<file path="src/rtl/sound_pkg.sv">
// -----------------------------------------------------------------------------
// sound_pkg
// Shared definitions for the poly_sound_gen voice synthesiser:
//   - default parameter values
//   - waveform codes carried on cmd_wave
//   - sequencer state encoding
//   - noise LFSR seed, tap mask and single-step helper
// -----------------------------------------------------------------------------
package sound_pkg;

  localparam int DEF_NUM_VOICES = 4;
  localparam int DEF_PHASE_W    = 16;
  localparam int DEF_DUR_W      = 8;
  localparam int DEF_TICK_DIV   = 4608;

  // Fibonacci LFSR x^16+x^14+x^13+x^11, shifting right. Those polynomial terms
  // land on register bits 0, 2, 3 and 5, hence the tap mask.
  localparam logic [15:0] LFSR_SEED = 16'hACE1;
  localparam logic [15:0] LFSR_TAPS = 16'h002D;

  typedef enum logic [2:0] {
    WAVE_OFF      = 3'd0,
    WAVE_SQUARE   = 3'd1,
    WAVE_TRIANGLE = 3'd2,
    WAVE_SAW      = 3'd3,
    WAVE_NOISE    = 3'd4
  } wave_e;

  typedef enum logic [1:0] {
    ST_IDLE  = 2'd0,
    ST_ACCUM = 2'd1,
    ST_OUT   = 2'd2
  } state_e;

  // One LFSR step: the feedback bit enters at the top.
  function automatic logic [15:0] lfsr_next(input logic [15:0] cur);
    lfsr_next = {^(cur & LFSR_TAPS), cur[15:1]};
  endfunction

  // Codes 5..7 are not real waveforms and behave exactly like "off".
  function automatic logic wave_is_on(input logic [2:0] w);
    wave_is_on = (w != 3'd0) && (w <= 3'd4);
  endfunction

endpackage

</file>
<file path="src/rtl/poly_sound_gen_if.sv">
// -----------------------------------------------------------------------------
// poly_sound_gen_if
// Command channel into poly_sound_gen.
//   cmd_valid/cmd_ready : handshake, a command is taken when both are high
//   cmd_voice           : target voice index
//   cmd_wave            : waveform code (see sound_pkg::wave_e)
//   cmd_vol             : volume, 3 is loudest
//   cmd_step            : phase increment per sample tick
//   cmd_dur             : note length in ticks, 0 = sustain forever
//   stop_all            : silences every voice, wins over a command
// master = command source, slave = poly_sound_gen.
// -----------------------------------------------------------------------------
interface poly_sound_gen_if
  import sound_pkg::*;
#(
  parameter int NUM_VOICES = DEF_NUM_VOICES,
  parameter int PHASE_W    = DEF_PHASE_W,
  parameter int DUR_W      = DEF_DUR_W
);
  localparam int VW = $clog2(NUM_VOICES);

  logic               cmd_valid;
  logic               cmd_ready;
  logic [VW-1:0]      cmd_voice;
  logic [2:0]         cmd_wave;
  logic [1:0]         cmd_vol;
  logic [PHASE_W-1:0] cmd_step;
  logic [DUR_W-1:0]   cmd_dur;
  logic               stop_all;

  modport master (
    output cmd_valid, cmd_voice, cmd_wave, cmd_vol, cmd_step, cmd_dur, stop_all,
    input  cmd_ready
  );

  modport slave (
    input  cmd_valid, cmd_voice, cmd_wave, cmd_vol, cmd_step, cmd_dur, stop_all,
    output cmd_ready
  );
endinterface

</file>
<file path="src/rtl/sound_voice_wave.sv">
// -----------------------------------------------------------------------------
// sound_voice_wave
// Combinational waveform + volume datapath for one voice slot.
//   wave    : waveform code
//   vol     : volume 0..3
//   phase   : top 16 bits of the voice phase accumulator
//   lfsr    : current noise LFSR value
//   contrib : signed 16-bit contribution (waveform >>> (4 - vol))
// -----------------------------------------------------------------------------
module sound_voice_wave
  import sound_pkg::*;
(
  input  logic [2:0]         wave,
  input  logic [1:0]         vol,
  input  logic [15:0]        phase,
  input  logic [15:0]        lfsr,
  output logic signed [15:0] contrib
);

  wave_e       wave_sel;
  logic [15:0] raw;
  logic [2:0]  shift;

  // Waveform lookup followed by volume scaling.
  always_comb begin
    wave_sel = wave_e'(wave);
    raw      = 16'h0000;
    case (wave_sel)
      WAVE_SQUARE:   raw = phase[15] ? 16'h8000 : 16'h7FFF;
      // Fold the second half-cycle back down, then move to two's complement.
      WAVE_TRIANGLE: raw = {(phase[15] ? ~phase[14:0] : phase[14:0]), 1'b0} ^ 16'h8000;
      WAVE_SAW:      raw = phase ^ 16'h8000;
      WAVE_NOISE:    raw = lfsr;
      default:       raw = 16'h0000;
    endcase
    // vol 3 halves the full-scale wave, vol 0 divides it by 16.
    shift   = 3'd4 - {1'b0, vol};
    contrib = $signed(raw) >>> shift;
  end

endmodule

</file>
<file path="src/rtl/poly_sound_gen.sv">
// -----------------------------------------------------------------------------
// poly_sound_gen
// Time-multiplexed polyphonic tone generator. Every TICK_DIV clocks one sample
// is built by visiting each voice in turn (one clock per voice), summing the
// contributions, saturating to 16 bits and driving a first-order sigma-delta
// modulator.
// Ports:
//   clk, rst      : clock, asynchronous active-high reset
//   cmd           : command channel (poly_sound_gen_if.slave)
//   voice_active  : per-voice active flags
//   sample        : signed 16-bit mix, updated once per tick
//   sample_valid  : one-cycle strobe with each new sample
//   pwm           : sigma-delta bitstream
// -----------------------------------------------------------------------------
module poly_sound_gen
  import sound_pkg::*;
#(
  parameter int NUM_VOICES = DEF_NUM_VOICES,
  parameter int PHASE_W    = DEF_PHASE_W,
  parameter int DUR_W      = DEF_DUR_W,
  parameter int TICK_DIV   = DEF_TICK_DIV
) (
  input  logic                  clk,
  input  logic                  rst,
  poly_sound_gen_if.slave       cmd,
  output logic [NUM_VOICES-1:0] voice_active,
  output logic [15:0]           sample,
  output logic                  sample_valid,
  output logic                  pwm
);

  localparam int VW    = $clog2(NUM_VOICES);
  localparam int CW    = $clog2(TICK_DIV);
  localparam int ACC_W = 16 + $clog2(NUM_VOICES) + 1;

  // Sequencer
  logic [CW-1:0]    cnt_q, cnt_d;
  state_e           state_q, state_d;
  logic [VW-1:0]    slot_q, slot_d;
  logic [ACC_W-1:0] acc_q, acc_d;
  logic             ready_q, ready_d;
  logic             tick;

  // Voice storage
  logic [2:0]         wave_q  [NUM_VOICES];
  logic [2:0]         wave_d  [NUM_VOICES];
  logic [1:0]         vol_q   [NUM_VOICES];
  logic [1:0]         vol_d   [NUM_VOICES];
  logic [PHASE_W-1:0] step_q  [NUM_VOICES];
  logic [PHASE_W-1:0] step_d  [NUM_VOICES];
  logic [DUR_W-1:0]   dur_q   [NUM_VOICES];
  logic [DUR_W-1:0]   dur_d   [NUM_VOICES];
  logic [PHASE_W-1:0] phase_q [NUM_VOICES];
  logic [PHASE_W-1:0] phase_d [NUM_VOICES];
  logic [15:0]        lfsr_q  [NUM_VOICES];
  logic [15:0]        lfsr_d  [NUM_VOICES];
  logic [NUM_VOICES-1:0] active_q, active_d, active_pre;

  // Output stage
  logic [15:0] sample_q, sample_d;
  logic        sample_valid_q, sample_valid_d;
  logic [16:0] sd_acc_q, sd_acc_d;

  logic              cmd_accept;
  logic              voice_ok;
  logic signed [15:0] contrib;
  logic [ACC_W-1:0]  contrib_ext;
  logic [ACC_W-16:0] acc_top;
  logic [15:0]       sat_sum;

  assign tick         = (cnt_q == CW'(TICK_DIV - 1));
  assign cmd_accept   = cmd.cmd_valid && ready_q;
  assign voice_ok     = ({1'b0, cmd.cmd_voice} < (VW + 1)'(NUM_VOICES));

  assign cmd.cmd_ready = ready_q;
  assign voice_active  = active_q;
  assign sample        = sample_q;
  assign sample_valid  = sample_valid_q;
  assign pwm           = sd_acc_q[16];

  sound_voice_wave u_wave (
    .wave    (wave_q[slot_q]),
    .vol     (vol_q[slot_q]),
    .phase   (phase_q[slot_q][PHASE_W-1 -: 16]),
    .lfsr    (lfsr_q[slot_q]),
    .contrib (contrib)
  );

  // Slot contribution, sign-extended; silent voices add nothing.
  always_comb begin
    if (active_q[slot_q]) begin
      contrib_ext = {{(ACC_W - 16){contrib[15]}}, contrib};
    end else begin
      contrib_ext = {ACC_W{1'b0}};
    end
  end

  // Saturate the wide sum: it fits in 16 bits only when the bits above
  // bit 14 are all copies of the sign.
  always_comb begin
    acc_top = acc_q[ACC_W-1:15];
    if ((&acc_top) || (~|acc_top)) begin
      sat_sum = acc_q[15:0];
    end else if (acc_q[ACC_W-1]) begin
      sat_sum = 16'h8000;
    end else begin
      sat_sum = 16'h7FFF;
    end
  end

  // Tick divider, sample sequencer FSM and output-stage next state.
  always_comb begin
    cnt_d          = tick ? {CW{1'b0}} : cnt_q + CW'(1);
    state_d        = state_q;
    slot_d         = slot_q;
    acc_d          = acc_q;
    sample_d       = sample_q;
    sample_valid_d = 1'b0;
    case (state_q)
      ST_IDLE: begin
        if (tick) begin
          state_d = ST_ACCUM;
          slot_d  = {VW{1'b0}};
          acc_d   = {ACC_W{1'b0}};
        end else begin
          state_d = ST_IDLE;
        end
      end
      ST_ACCUM: begin
        acc_d = acc_q + contrib_ext;
        if (slot_q == VW'(NUM_VOICES - 1)) begin
          state_d = ST_OUT;
          slot_d  = {VW{1'b0}};
        end else begin
          slot_d = slot_q + VW'(1);
        end
      end
      ST_OUT: begin
        state_d        = ST_IDLE;
        sample_d       = sat_sum;
        sample_valid_d = 1'b1;
      end
      default: begin
        state_d = ST_IDLE;
        slot_d  = {VW{1'b0}};
      end
    endcase
    // Ready is registered from the next state so it equals
    // (state == IDLE && !tick) in every cycle without a combinational path.
    ready_d  = (state_d == ST_IDLE) && (cnt_d != CW'(TICK_DIV - 1));
    sd_acc_d = {1'b0, sd_acc_q[15:0]} + {1'b0, sample_q ^ 16'h8000};
  end

  // Voice updates: advance the voice owning the current slot during ACCUM,
  // otherwise load an accepted command. Commands are only taken in IDLE, so
  // the two never collide.
  always_comb begin
    wave_d     = wave_q;
    vol_d      = vol_q;
    step_d     = step_q;
    dur_d      = dur_q;
    phase_d    = phase_q;
    lfsr_d     = lfsr_q;
    active_pre = active_q;
    if ((state_q == ST_ACCUM) && active_q[slot_q]) begin
      phase_d[slot_q] = phase_q[slot_q] + step_q[slot_q];
      lfsr_d[slot_q]  = lfsr_next(lfsr_q[slot_q]);
      if (dur_q[slot_q] != DUR_W'(0)) begin
        dur_d[slot_q] = dur_q[slot_q] - DUR_W'(1);
        // Last tick of the note: it still contributed above, now it ends.
        active_pre[slot_q] = (dur_q[slot_q] != DUR_W'(1));
      end else begin
        dur_d[slot_q] = dur_q[slot_q];
      end
    end else if (cmd_accept && voice_ok) begin
      wave_d[cmd.cmd_voice]     = cmd.cmd_wave;
      vol_d[cmd.cmd_voice]      = cmd.cmd_vol;
      step_d[cmd.cmd_voice]     = cmd.cmd_step;
      dur_d[cmd.cmd_voice]      = cmd.cmd_dur;
      phase_d[cmd.cmd_voice]    = {PHASE_W{1'b0}};
      lfsr_d[cmd.cmd_voice]     = LFSR_SEED;
      active_pre[cmd.cmd_voice] = wave_is_on(cmd.cmd_wave);
    end else begin
      active_pre = active_q;
    end
    active_d = cmd.stop_all ? {NUM_VOICES{1'b0}} : active_pre;
  end

  // Sequencer and output registers.
  always_ff @(posedge clk or posedge rst) begin
    if (rst) begin
      cnt_q          <= {CW{1'b0}};
      state_q        <= ST_IDLE;
      slot_q         <= {VW{1'b0}};
      acc_q          <= {ACC_W{1'b0}};
      ready_q        <= 1'b1;
      sample_q       <= 16'h0000;
      sample_valid_q <= 1'b0;
      sd_acc_q       <= 17'h00000;
    end else begin
      cnt_q          <= cnt_d;
      state_q        <= state_d;
      slot_q         <= slot_d;
      acc_q          <= acc_d;
      ready_q        <= ready_d;
      sample_q       <= sample_d;
      sample_valid_q <= sample_valid_d;
      sd_acc_q       <= sd_acc_d;
    end
  end

  // Voice register file.
  always_ff @(posedge clk or posedge rst) begin
    if (rst) begin
      for (int v = 0; v < NUM_VOICES; v++) begin
        wave_q[v]  <= 3'd0;
        vol_q[v]   <= 2'd0;
        step_q[v]  <= {PHASE_W{1'b0}};
        dur_q[v]   <= {DUR_W{1'b0}};
        phase_q[v] <= {PHASE_W{1'b0}};
        lfsr_q[v]  <= LFSR_SEED;
      end
      active_q <= {NUM_VOICES{1'b0}};
    end else begin
      wave_q   <= wave_d;
      vol_q    <= vol_d;
      step_q   <= step_d;
      dur_q    <= dur_d;
      phase_q  <= phase_d;
      lfsr_q   <= lfsr_d;
      active_q <= active_d;
    end
  end

endmodule

</file>
<file path="src/flat_wrapper.sv">
// flat-port wrapper written by rule: the top's interface ports become plain ports
module poly_sound_gen_flat import sound_pkg::*;
#(
  parameter int NUM_VOICES = DEF_NUM_VOICES,
  parameter int PHASE_W    = DEF_PHASE_W,
  parameter int DUR_W      = DEF_DUR_W,
  parameter int TICK_DIV   = DEF_TICK_DIV
)
  (clk, rst, voice_active, sample, sample_valid, pwm, cmd_cmd_valid, cmd_cmd_voice, cmd_cmd_wave, cmd_cmd_vol, cmd_cmd_step, cmd_cmd_dur, cmd_stop_all, cmd_cmd_ready);
  poly_sound_gen_if #(.NUM_VOICES(NUM_VOICES), .PHASE_W(PHASE_W), .DUR_W(DUR_W)) cmd_i ();
  input  logic clk;
  input  logic rst;
  output logic [NUM_VOICES-1:0] voice_active;
  output logic [15:0] sample;
  output logic sample_valid;
  output logic pwm;
  input wire logic [$bits(cmd_i.cmd_valid)-1:0] cmd_cmd_valid;
  input wire logic [$bits(cmd_i.cmd_voice)-1:0] cmd_cmd_voice;
  input wire logic [$bits(cmd_i.cmd_wave)-1:0] cmd_cmd_wave;
  input wire logic [$bits(cmd_i.cmd_vol)-1:0] cmd_cmd_vol;
  input wire logic [$bits(cmd_i.cmd_step)-1:0] cmd_cmd_step;
  input wire logic [$bits(cmd_i.cmd_dur)-1:0] cmd_cmd_dur;
  input wire logic [$bits(cmd_i.stop_all)-1:0] cmd_stop_all;
  output wire logic [$bits(cmd_i.cmd_ready)-1:0] cmd_cmd_ready;
  assign cmd_i.cmd_valid = cmd_cmd_valid;
  assign cmd_i.cmd_voice = cmd_cmd_voice;
  assign cmd_i.cmd_wave = cmd_cmd_wave;
  assign cmd_i.cmd_vol = cmd_cmd_vol;
  assign cmd_i.cmd_step = cmd_cmd_step;
  assign cmd_i.cmd_dur = cmd_cmd_dur;
  assign cmd_i.stop_all = cmd_stop_all;
  assign cmd_cmd_ready = cmd_i.cmd_ready;
  poly_sound_gen #(.NUM_VOICES(NUM_VOICES), .PHASE_W(PHASE_W), .DUR_W(DUR_W), .TICK_DIV(TICK_DIV)) u_core (.clk(clk), .rst(rst), .cmd(cmd_i), .voice_active(voice_active), .sample(sample), .sample_valid(sample_valid), .pwm(pwm));
endmodule
</file>
<file path="config.mk">
export PLATFORM = sky130hd
export DESIGN_NAME = poly_sound_gen_flat
export DESIGN_NICKNAME = d
export VERILOG_FILES = /design/src/rtl/sound_pkg.sv /design/src/rtl/poly_sound_gen_if.sv /design/src/rtl/sound_voice_wave.sv /design/src/rtl/poly_sound_gen.sv /design/src/flat_wrapper.sv
export SDC_FILE = /design/constraint.sdc
export NUM_CORES = 1
export LEC_CHECK = 0
export BUFFER_PORTS_ARGS = -buffer_cell sky130_fd_sc_hd__buf_4
export CORE_MARGIN = 8
export CORE_UTILIZATION = 25
export DETAILED_ROUTE_END_ITERATION = 8
export MAX_ROUTING_LAYER = met4
export PLACE_DENSITY = 0.46
export SETUP_SLACK_MARGIN = 0.2
export SLEW_MARGIN = 40
export SYNTH_ARGS = -nofsm -noshare
export SYNTH_HDL_FRONTEND = slang
export SYNTH_SLANG_ARGS = --single-unit
</file>
<file path="constraint.sdc">
create_clock -name clk -period 14.63 [get_ports clk]
set_input_delay 2.926 -clock clk [delete_from_list [all_inputs] [get_ports clk]]
set_output_delay 2.926 -clock clk [all_outputs]
set_load 0.05 [all_outputs]
</file>
Yosys cells after proc, flatten, opt, wreduce, memory -nomap -nowiden
Cells that the tools add are included.
Operators by class
  magnitude comparators: 9
  bitwise logic cells: 13
  reduce and logical (&&, ||, !) cells: 24
  multiplexer cells: 73
  shift operators: 1
  equality and inequality tests: 12
  add/subtract/negate cells: 7
Operators with widths (count)
  $mux 64: 4
  $bwmux 64: 3
  $mux 16: 11
  $bmux 16 s2: 3
  $bwmux 32: 3
  $mux 32: 3
  $and 64x64->64: 1
  $demux 16 s2: 2
  $not 64->64: 1
  $pmux 16 s4: 1
  $mux 19: 2
  $pmux 19 s2: 1
  $and 32x32->32: 1
  $demux 8 s2: 2
  $mux 8: 4
  $not 32->32: 1
  $or 32x32->32: 1
  $add 19x19->19: 1
  $add 16x16->17: 1
  $add 16x16->16: 1
  $bmux 8 s2: 1
  $mux 4: 4
  $reduce_xor 16->1: 1
  $sshr 16x3->16: 1
  other kinds (48): 85
Word-level totals
  input bits: 35
  output and inout bits: 23
  bits in registers: 319

Logic depth before layout (Yosys ltp)
  depth after elaboration: 12
  depth in mapped cells: 24

Hierarchy
Synthesis repeated with hierarchy kept, for this count alone.
Second synthesis, totals
  cell total of the unflattened synthesis: 1848
  area, all modules: 17847.1 µm²
By module, submodules not included
  poly_sound_gen: cells each 1678, instances 1, area an instance 16535.9 µm²
  sound_voice_wave: cells each 170, instances 1, area an instance 1311.3 µm²

Worst setup path after synthesis
Ideal clock, no wire load.
  path type: reg2reg
  from: register u_core.slot_q[0]
  to: register u_core.acc_q[16]
  slack: 9223 ps
  stages on the path, launching flop included: 23
  arrival time: 5286 ps
  buffers on the path: 6
  path through: dfrtp_1 -> buf_6 -> buf_12 -> buf_4 -> buf_4 -> buf_1 -> mux4_2 -> inv_1 -> ha_1 -> clkbuf_1 -> inv_2 -> mux2i_1 -> o21ba_1 -> or3_1 -> fa_1 -> a211oi_1 -> o211ai_1 -> a21oi_1 -> o21ai_0 -> a21oi_1 -> nor4bb_1 -> a311o_1 -> a22o_1
On the way
  longest elaborated chain between the ends: 12
  elaborated cells on any way between the ends: 30
  classes of those cells: 2 x add/sub; 4 x eq/ne; 1 x shift; 19 x mux; 4 x bitwise
RTL lines
  start, declared: RTL line poly_sound_gen.sv:39  | logic [VW-1:0] slot_q, slot_d;
  start signal, assigned: RTL line poly_sound_gen.sv:194  | slot_q <= {VW{1'b0}};
  start signal, assigned: RTL line poly_sound_gen.sv:203  | slot_q <= slot_d;
  $not 2->3 (not written as such)
  $bmux 16 s2: RTL line poly_sound_gen.sv:84  | .phase (phase_q[slot_q][PHASE_W-1 -: 16]),
  $mux 16 (not written as such) (2 in series): RTL line poly_sound_gen.sv:84
  $not 15->15: RTL line sound_voice_wave.sv:31  | WAVE_TRIANGLE: raw = {(phase[15] ? ~phase[14:0] : phase[14:0]), 1'b0} ^ 16'h8000;
  $mux 15: RTL line sound_voice_wave.sv:31
  $not 1->1 (no source line)
  $pmux 16 s4: RTL line sound_voice_wave.sv:28  | case (wave_sel)
  $sshr 16x3->16: RTL line sound_voice_wave.sv:38  | contrib = $signed(raw) >>> shift;
  $mux 19 (*): RTL line poly_sound_gen.sv:91  | if (active_q[slot_q]) begin
  $add 19x19->19 (*): RTL line poly_sound_gen.sv:130  | acc_d = acc_q + contrib_ext;
  $pmux 19 s2 (*): RTL line poly_sound_gen.sv:119  | case (state_q)
  end signal, assigned: RTL line poly_sound_gen.sv:195  | acc_q <= {ACC_W{1'b0}};
  end, declared: RTL line poly_sound_gen.sv:40  | logic [ACC_W-1:0] acc_q, acc_d;
Every way passes the cells marked *; elsewhere a longest branch is shown, timed or not. The select of a mux whose other input is x is not followed.
A chain may end at the register's enable or synchronous reset.

Worst setup path in the final report
Ends and elaborated chain as after synthesis.

==> summary.txt <==
Layout
  • Syn-to-layout area delta: 15.0%
  • Post-layout util: 29.0%
  • Commonest cells after routing, fill and taps aside: nand2_1, dfrtp_1, o21ai_0
  • Antenna diodes: 0
  • Layout cell share with drive strength beyond 1: 18.6%
  • Final Instance Area: 0.0198 mm²
  • Filler cell count: around 7,000
  • Most common cell after layout, fill and taps aside: nand2_1
  • Final nets: 1,812

Logic synthesis
  • Largest family of logic cells by synthesized area: compound AO/OA/AOI/OAI gates
  • Most used DFF post-synth: dfrtp_1
  • Yosys cell types: 79
  • Simple-gate share of the synthesized area: 13.2%
  • Syn Area/Cell: 10.2 µm²
  • Post-synthesis async set-or-reset flop share: 100%
  • Synthesized-area fraction occupied by adder cells: 4.55%
  • Synth Instances: 1,688
  • Sequential element share of the synthesized area: 46.5%
  • Post-synthesis mux area share: 13.0%
  • Register bit total from synthesis: 319
  • Warnings from Yosys: 0
  • Mapped cell area: 0.0173 mm²
  • Mapped Nets: 1,784
  • Post-synth EDFFs: 0
  • XOR/XNOR Fraction of Synth Area: 3.71%
  • Synth Area in Compound Gates: 16.0%

Floorplanning
  • Die height: 279 µm
  • Die area: 0.0777 mm²
  • Num rows: 96
  • Io pins: 58
  • Core Box Area: 0.0685 mm²
  • Initial core utilization: 25.2%
  • Die width: 279 µm

Power
  • Sw Share: a little over a quarter
  • Internal: 1.60 mW
  • NetSw: roughly 0.60 mW
  • Power Density: 111 mW/mm²
  • Leak: ~8.6 nW
  • Comb power frac: around 14%
  • Maximum VDD drop: 0.0774 mV
  • Clk pwr share: roughly two fifths
  • Sequential share of power: 44.1%

Global route
  • Initial antenna violation count: 0
  • Number of global-route vias before repair: 13,300
  • Largest net degree at the start of global routing: about 120
  • Grt ovf: 0
  • First-pass GRT wire length: 78.8 mm
  • Gr usage total: 13.0%

Setup path
  • Critical Path Start Type: flip-flop
  • Setup CP Type: flip-flop to flip-flop
  • Worst EP required: 15.06 ns
  • Crit. End Element: flip-flop
  • Crit Path Max Fanout: 32
  • Critical Path AT: 7.05 ns

Routing
  • DRT iter0 DRCs: slightly above 1,000
  • Final ANT Viol Nets: 0
  • Routed WL: 50.0 mm
  • Via count: around 13,000
  • Wirelength per Cell: roughly 19 µm
  • Via density: 5.03
  • DRC viols: 0
  • Detailed Routing Iterations Pass 1: 6

Place
  • DP Wirelength: 31.4 mm
  • Placement Setup Slack: ~8.0 ns
  • Placer Congestion: between 0.8 and 0.9
  • Placed Area: ~0.019 mm²
  • Port Buffers: between 50 and 60

Timing
  • Max Slew Vio Count: 0
  • Fin crit period: approximately 6.6 ns
  • Slew @ Worst Pin: 0.856 ns
  • Final period util: 45.2%
  • Hold slack: 0.468 ns
  • Final WS setup: 8.01 ns
  • Fmax: between 0.15 and 0.2 GHz
  • Slew margin rel.: 42.4%
  • Setup TNS: 0 ns
  • Unrepaired setup endpoints after global routing: false
  • Clk_skew: 0.0169 ns
  • Final Hold Fails: 0
  • Final Setup Violations: 0

Worst hold path
  • Min-Delay Path Class: flip-flop to flip-flop

Flow run
  • MaxCap Viol Count: 0

Clocking
  • Post-CTS resize count: 0
  • CTS sink cnt: 319
  • Clock Latency Late Sink: 0.55 ns
  • # Post-CTS Setup Buffers: 0
  • Clock root cell: clkbuf_16
  • H-Tree Depth: 2
  • Clock-pin slew on the worst setup and hold paths: 0.06 ns
  • Clk buf depth: 3
  • CTS tree: built
  • Hold_buf cts: 0
  • Total CTS buffers: 37

Outcome
  • Status: completed
-- metrics by stage --
stage / instances / power [mW]
final: 2624 / 2.19
after detailed placement: 2559 / 1.29
after CTS: 2624 / 2.22
after global placement: 2559 / 1.28
after floorplan: 1688 / 1.20
after global routing: 2624 / 2.30
-- power by group through the flow --
stage / clock, mW / combinational [mW] / sequential, mW
after CTS: 0.953 / 0.305 / 0.967
after global routing: 0.986 / 0.337 / 0.974
after global placement: 0 / 0.299 / 0.980
after detailed placement: 0 / 0.304 / 0.982
final: 0.921 / 0.305 / 0.968
after floorplan: 0 / 0.222 / 0.976
-- sequential cells by signal, summed over array words and instances, names as in the netlist --
name	flops
u_core.acc_q	19
u_core.cmd.cmd_ready	1
u_core.cnt_q	13
u_core.dur_q	32
u_core.lfsr_q	64
u_core.phase_q	64
u_core.sample	16
u_core.sample_valid	1
u_core.sd_acc_q	17
u_core.slot_q	2
u_core.state_q	2
u_core.step_q	64
u_core.voice_active	4
u_core.vol_q	8
u_core.wave_q	12
-- path summary, 6_finish.rpt --
check                                              end        startpoint  cells after the start  slack (ns)
worst max-delay path                  u_core.acc_q[16]  u_core.slot_q[0]                     18        8.01
worst min-delay path                  u_core.step_q[0]  u_core.step_q[0]                      2        0.47
worst max register to register        u_core.acc_q[16]  u_core.slot_q[0]                     18        8.01
worst min register to register        u_core.step_q[0]  u_core.step_q[0]                      2        0.47
max in group asynchronous            u_core.step_q[27]               rst                      4       10.51
min in group asynchronous       u_core.voice_active[0]               rst                      2        2.44
-- cell usage after synthesis, types with 4 or more instances --
master	count	area share (%)
nand2_1	304	6.6
buf_1	8	0.17
and2_1	9	0.33
a211oi_1	6	0.26
and3_1	15	0.54
a22o_1	31	1.6
nor2b_1	5	0.18
a221oi_1	5	0.25
dfstp_2	33	5.0
mux2i_1	18	1.0
o31ai_1	9	0.39
xnor2_1	39	2.0
nand2b_1	15	0.54
o21ai_0	208	6.0
o211a_1	4	0.23
a31oi_1	9	0.33
xor2_1	34	1.7
o21ai_1	5	0.14
a21o_1	11	0.48
clkbuf_1	63	1.4
buf_4	4	0.17
o21bai_1	4	0.17
o22ai_1	29	1.1
mux2_2	73	4.8
a21oi_1	60	1.7
nand3_1	25	0.73
ha_1	58	4.2
nand3b_1	4	0.17
or2_2	4	0.14
a222oi_1	4	0.23
a22oi_1	35	1.5
nand4b_1	4	0.20
dfrtp_1	286	41
o211ai_1	4	0.17
buf_2	14	0.41
or3_1	6	0.22
mux4_2	53	6.9
inv_1	32	0.70
nor2_1	83	1.8
nor3_1	17	0.49
-- layout make-up --
type | instances | area (µm²) | share of cell area, %
Clock buffer | 59 | 1140 | 5.75
Clock inverter | 6 | 56.3 | 0.284
Inverter | 35 | 144 | 0.725
Multi-Input combinational cell | 1243 | 8750 | 44.1
Sequential cell | 319 | 8030 | 40.5
Tap cell | 882 | 1100 | 5.56
Timing Repair Buffer | 80 | 616 | 3.10
-- critical path, stage by stage, from the launching register on --
cell      delay, ns
dfrtp_4        0.83
buf_4          0.69
mux4_1         0.87
and3b_1        0.42
a22oi_1        0.24
o21ai_0        0.14
o21ai_1        0.30
mux2i_1        0.14
o21ba_1        0.18
or3_1          0.40
fa_1           0.47
a211oi_1       0.33
o211ai_1       0.18
a21oi_1        0.33
o21ai_0        0.15
a21oi_1        0.26
nor4bb_1       0.09
a311o_1        0.27
a22o_1         0.18
-- cell families (layout without fill, tap and decap cells) --
logic type / Yosys count / in the layout
xor gates and xnor gates: 73 / 73
muxes: 146 / 146
AOI/OAI and AO/OA: 450 / 450
DFF: 319 / 319
and+or+nand+nor: 513 / 513
buffers and inverters: 126 / 180
adders and majority gates: 61 / 61
-- metal layers --
layer	vias up	global-route usage [%]	routed length, µm
met5	-	-	0
met2	341	19.9	22600
li1	6147	-	-
met3	72	2.13	2650
met4	0	3.86	1290
met1	6634	17.6	23500
Power figures use the tool's default switching activity.
